==> config.mk <==
export PLATFORM = sky130hd
export DESIGN_NAME = bcd_stopwatch_ctrl
export DESIGN_NICKNAME = d
export VERILOG_FILES = /design/src/rtl/bcd_stopwatch_ctrl_pkg.sv /design/src/rtl/bcd_stopwatch_ctrl_digit.sv /design/src/rtl/bcd_stopwatch_ctrl.sv
export SDC_FILE = /design/constraint.sdc
export NUM_CORES = 1
export LEC_CHECK = 0
export CORE_ASPECT_RATIO = 0.6
export CORE_MARGIN = 10
export CORE_UTILIZATION = 42
export DETAILED_ROUTE_END_ITERATION = 10
export GPL_TIMING_DRIVEN = 1
export PLACE_DENSITY = 0.74
export SLEW_MARGIN = 5
export SYNTH_ARGS = -nofsm -noshare
export SYNTH_HDL_FRONTEND = slang
export SYNTH_SLANG_ARGS = --single-unit
export TNS_END_PERCENT = 30
==> constraint.sdc <==
create_clock -name CK -period 2.4 [get_ports CK]
set_input_delay 0.6 -clock CK [delete_from_list [all_inputs] [get_ports CK]]
set_output_delay 0.6 -clock CK [all_outputs]
set_load 0.01 [all_outputs]
==> src/rtl/bcd_stopwatch_ctrl_pkg.sv <==
// bcd_stopwatch_ctrl_pkg: shared state encoding, BCD constants and digit increment helper
package bcd_stopwatch_ctrl_pkg;
  typedef enum logic [1:0] {
    ST_IDLE  = 2'd0,
    ST_RUN   = 2'd1,
    ST_PAUSE = 2'd2,
    ST_DONE  = 2'd3
  } state_t;
  localparam int DIGIT_W = 4;
  localparam logic [DIGIT_W-1:0] BCD_MAX = 4'd9;
  function automatic logic [DIGIT_W-1:0] bcd_inc(input logic [DIGIT_W-1:0] d);
    return (d == BCD_MAX) ? '0 : d + 4'd1;
  endfunction
endpackage

==> src/rtl/bcd_stopwatch_ctrl_digit.sv <==
// bcd_digit: one BCD digit; CK/AR clock and async low reset, CE count enable, SCLR sync clear, Q digit, CO = CE & (Q==9)
module bcd_digit
  import bcd_stopwatch_ctrl_pkg::*;
(
  input  logic               CK,
  input  logic               AR,
  input  logic               CE,
  input  logic               SCLR,
  output logic [DIGIT_W-1:0] Q,
  output logic               CO
);
  always_ff @(posedge CK or negedge AR)
    if (!AR) Q <= '0;
    else if (SCLR) Q <= '0;
    else if (CE) Q <= bcd_inc(Q);
  assign CO = CE & (Q == BCD_MAX);
endmodule

==> src/rtl/bcd_stopwatch_ctrl.sv <==
// bcd_stopwatch_ctrl: start/stop/clear BCD stopwatch; in CK AR START STOP CLR LAP LIMIT_EN LIMIT, out Q RUN DONE OVF LAPPED
module bcd_stopwatch_ctrl
  import bcd_stopwatch_ctrl_pkg::*;
#(
  parameter int DIGITS   = 4,
  parameter int PRESCALE = 10
) (
  input  logic                  CK,
  input  logic                  AR,
  input  logic                  START,
  input  logic                  STOP,
  input  logic                  CLR,
  input  logic                  LAP,
  input  logic                  LIMIT_EN,
  input  logic [4*DIGITS-1:0]   LIMIT,
  output logic [4*DIGITS-1:0]   Q,
  output logic                  RUN,
  output logic                  DONE,
  output logic                  OVF,
  output logic                  LAPPED
);
  localparam int PW = (PRESCALE > 1) ? $clog2(PRESCALE) : 1;
  localparam logic [PW-1:0] PMAX = PW'(PRESCALE - 1);
  state_t state, state_d;
  logic [PW-1:0] pre;
  logic [4*DIGITS-1:0] digits, nxt, lap_q;
  logic [DIGITS:0] ce;
  logic tick, hit, hold;
  assign tick = (state == ST_RUN) && (pre == PMAX);
  assign ce[0] = tick;
  for (genvar i = 0; i < DIGITS; i++) begin : g_digit
    bcd_digit u_digit (
      .CK   (CK),
      .AR   (AR),
      .CE   (ce[i]),
      .SCLR (CLR),
      .Q    (digits[4*i +: 4]),
      .CO   (ce[i+1])
    );
    assign nxt[4*i +: 4] = ce[i] ? bcd_inc(digits[4*i +: 4]) : digits[4*i +: 4];
  end
  assign hit = tick && LIMIT_EN && (nxt == LIMIT);
  always_comb begin
    state_d = state;
    if (CLR) state_d = ST_IDLE;
    else if (state == ST_RUN) state_d = hit ? ST_DONE : STOP ? ST_PAUSE : ST_RUN;
    else if (state != ST_DONE) state_d = (START && !STOP) ? ST_RUN : state;
  end
  always_ff @(posedge CK or negedge AR)
    if (!AR) state <= ST_IDLE;
    else state <= state_d;
  always_ff @(posedge CK or negedge AR)
    if (!AR) begin
      pre   <= '0;
      OVF   <= 1'b0;
      hold  <= 1'b0;
      lap_q <= '0;
    end else if (CLR) begin
      pre  <= '0;
      OVF  <= 1'b0;
      hold <= 1'b0;
    end else begin
      if (state == ST_RUN) pre <= tick ? '0 : pre + 1'b1;
      if (ce[DIGITS]) OVF <= 1'b1;
      if (LAP && (state == ST_RUN || state == ST_PAUSE)) begin
        hold <= !hold;
        if (!hold) lap_q <= nxt;
      end
    end
  assign Q      = hold ? lap_q : digits;
  assign RUN    = state == ST_RUN;
  assign DONE   = state == ST_DONE;
  assign LAPPED = hold;
endmodule

==> out/results.ini <==
[synth]
yosys.cell_types.count=60
yosysWarningCount=0
synthSimpleGateAreaFrac_pct=22.74
synthXorXnorAreaFrac_pct=3.296
synth_edf_count=0
ys_ff_latch=40
yosysSeqAreaShare_pct=37.66
async_flop_share_pct=100.0
synth_compound_area_share_pct=17.09
syn_inst=289
avgSynthCellArea_um2=9.196
netlist_area_um2=2658
synth_fa_ha_area_share_pct=5.650
synth_top_family_by_area=simple AND/OR/NAND/NOR gates
synthesis.nets=324
yosys-mux-area-fraction_pct=7.815
synth_flop_cell=dfrtp_1

[final_layout]
antennaDiodeCount=0
num-nets-final=431
finalInstanceArea_um2=3959
post-route-util_pct=64.78
drive_gt1_share_pct=34.76
syn_to_final_growth_pct=48.96
instances_no_fill=481

[timing]
rsz0062_at_grt=true
fin_setup_tns_ns=-0.3614
final-max-slew-violation-count=0
tightestPinTransition_ns=0.4370
hold_violations=0
finalSetupViolations=2
finalClockSkew_ns=0.006398
whs_ns=0.2252
max_slew_margin_pct=70.87
period_needed_ns=2.634
setup_slack_ns=-0.2345
min_period_over_period_pct=109.8
max_freq_mhz=379.6

[worst_setup_path]
slowest_delay_ns=0.41
critical-path-top-delay-family=compound AO/OA/AOI/OAI gates
rr_worst_depth=12
r2r_end=state[1]
r2r-start=state[1]
end_kind=flip-flop
required_ns=2.61
arrival_ns=2.85
cp_max_fo=8
regToRegSetupSlack_ns=-0.23
path_buf_inv=4
cp.depth=12
criticalPathCategory=reg2reg
start_kind=flip-flop
path_cells=inv_2 -> ha_4 -> and4b_2 -> buf_6 -> buf_8 -> o21ai_4 -> a221oi_4 -> xnor2_2 -> a2111oi_4 -> buf_4 -> nand4_1 -> a211oi_2
cp_slowest_cell=dfrtp_1

[floorplan]
dieArea_um2=10010
fp.dieH_um=81.62
initial_core_util_pct=43.49
row_count=22
fp.dieW_um=122.7
boundaryPins=43
core_area_um2=6111

[global_route]
use_met2_pct=26.36
gr-total-overflow=0
grt_use_met1_pct=23.73
gr-max-usage-layer=met2
antenna_found_initial=0
grt_max_degree=33
grtUsageMet3_pct=4.658
grt_pass1_vias=2648
grt_usage_pct=17.22
grt_pass1_wl_mm=13.67

[placement]
gp_congestion=0.9233
placed_area_um2=3621
dp_cells=465
io_buffers=42
dp_slack_ns=-0.4179
hpwl_mm=6.280

[route]
drc=0
vias=2645
drt_iter0_drc=207
routed_wl_mm=8.485
post_drt_wl_per_cell_um=17.64
vias_per_cell=5.499
ant_nets=0
first_pass_iters=4

[clock_network]
htree_levels=2
tritoncts=done
hold_buffers=0
cts_root_buffer=clkbuf_8
clock-sinks=40
path_clk_slew_ns=0.09
clk_latency_ns=0.30
numCtsBuffers=5
cts.path.max_buffers=2

[flow_run]
maxCapViolCount=0

[run_status]
status=finished with violations
failed_checks=negative setup slack

[power_and_ir_drop]
power.total_mw=1.848
power_per_cell_area_nw_per_um2=466.8
leakagePower_nw=1.715
vdd_ir_drop_max_v=0.0002927

[hold_path]
hold_path.class=in2async

-- worst reg2reg max path: cells and delay by family (launching register included) --
family          cells  cell delay (ns)
simple gates        2             0.37
xor+xnor            1             0.14
buf+inv             4             0.49
fa+ha+maj           1             0.14
compound gates      4             0.99
flops               1             0.41
-- flip-flops by register name, indices dropped and copies added, names as in the netlist --
signal and count:
OVF 1, state 2, LAPPED 1, g_digit.u_digit.Q 16
pre 4, lap_q 16
-- metal layers --
layer	wire length [µm]	vias up	share of wire [%]
met2	3719	90	44
li1	-	1250	-
met4	138	0	1.6
met5	0	-	0
met3	556	15	6.6
met1	4070	1290	48
-- logic make-up (layout without fill, tap and decap cells) --
group                    count (synthesis)  after routing
adder cells (fa/ha/maj)                 12             12
AO/OA/AOI/OAI                           71             71
buffers and inverters                   26            134
AND/OR/NAND/NOR                        111            111
multiplexers                            19             19
flip-flops                              40             40
XOR/XNOR                                10             10
-- layout make-up --
cell class / count / area (µm²)
Sequential cell: 40 / 1003
Timing Repair Buffer: 118 / 1021
Clock buffer: 6 / 82.58
Tap cell: 84 / 105.1
Multi-Input combinational cell: 223 / 1678
Clock inverter: 2 / 38.79
Fill cell: 524 / 2152
Inverter: 8 / 30.03
-- power breakdown --
| part | total [mW] | switching, mW | internal, mW |
|---|---|---|---|
| clock | 0.605 | 0.265 | 0.340 |
| combinational | 0.392 | 0.186 | 0.206 |
| sequential | 0.850 | 0.0605 | 0.790 |
| total | 1.85 | 0.511 | 1.34 |
-- cell usage in the layout (no fill, tap or decap), types with 3 or more instances in the layout --
cell type,instances
nand2_1,13
nor2_1,51
nor4_2,5
buf_4,70
and2b_2,3
a21oi_1,31
mux2i_2,3
ha_4,4
o21ai_0,10
buf_6,4
mux2i_1,5
mux2_2,11
and3b_1,3
inv_2,4
ha_1,8
a211oi_1,6
xnor2_1,9
nor2b_1,3
nor3_1,4
nand3b_1,3
clkdlybuf4s50_1,41
inv_1,4
dfrtp_1,38
clkbuf_8,6
-- synthesized netlist by cell type, drive strengths merged (3+ instances only) --
| cell type | number | area share, % |
|---|---|---|
| nand3b | 4 | 1.3 |
| and2b | 3 | 0.99 |
| nand4b | 3 | 1.2 |
| nor3 | 5 | 0.94 |
| nand2 | 13 | 1.8 |
| xnor2 | 10 | 3.3 |
| mux2i | 8 | 3.2 |
| o21ai | 12 | 2.3 |
| ha | 12 | 5.6 |
| dfrtp | 40 | 38 |
| and3b | 4 | 1.4 |
| a211oi | 7 | 2.2 |
| and4b | 4 | 1.6 |
| nor2b | 3 | 0.71 |
| nor2 | 51 | 7.2 |
| a21oi | 31 | 5.8 |
| nand3 | 3 | 0.75 |
| inv | 8 | 1.1 |
| buf | 10 | 3.4 |
| mux2 | 11 | 4.7 |
| clkbuf | 8 | 1.2 |
| nor4 | 6 | 1.4 |
-- repair_timing --
action	CTS	global route
pin swaps	9	8
gates cloned	0	0
buffers inserted	3	5
resized for setup	23	12
endpoints found under the setup margin	2	9
-- how the worst max path moves through the flow --
stage,from,to,slack (ns)
2_1_floorplan,g_digit[0].u_digit.Q[1],state[1],0.004
3_3_place_gp,LIMIT[10],state[1],-0.31
3_5_place_dp,LIMIT[10],state[1],-0.42
4_1_cts,state[1],state[1],-0.20
5_1_grt,pre[1],state[1],-0.32
6_report,state[1],state[1],-0.23
Note: power is estimated with default switching activity, not from simulation.
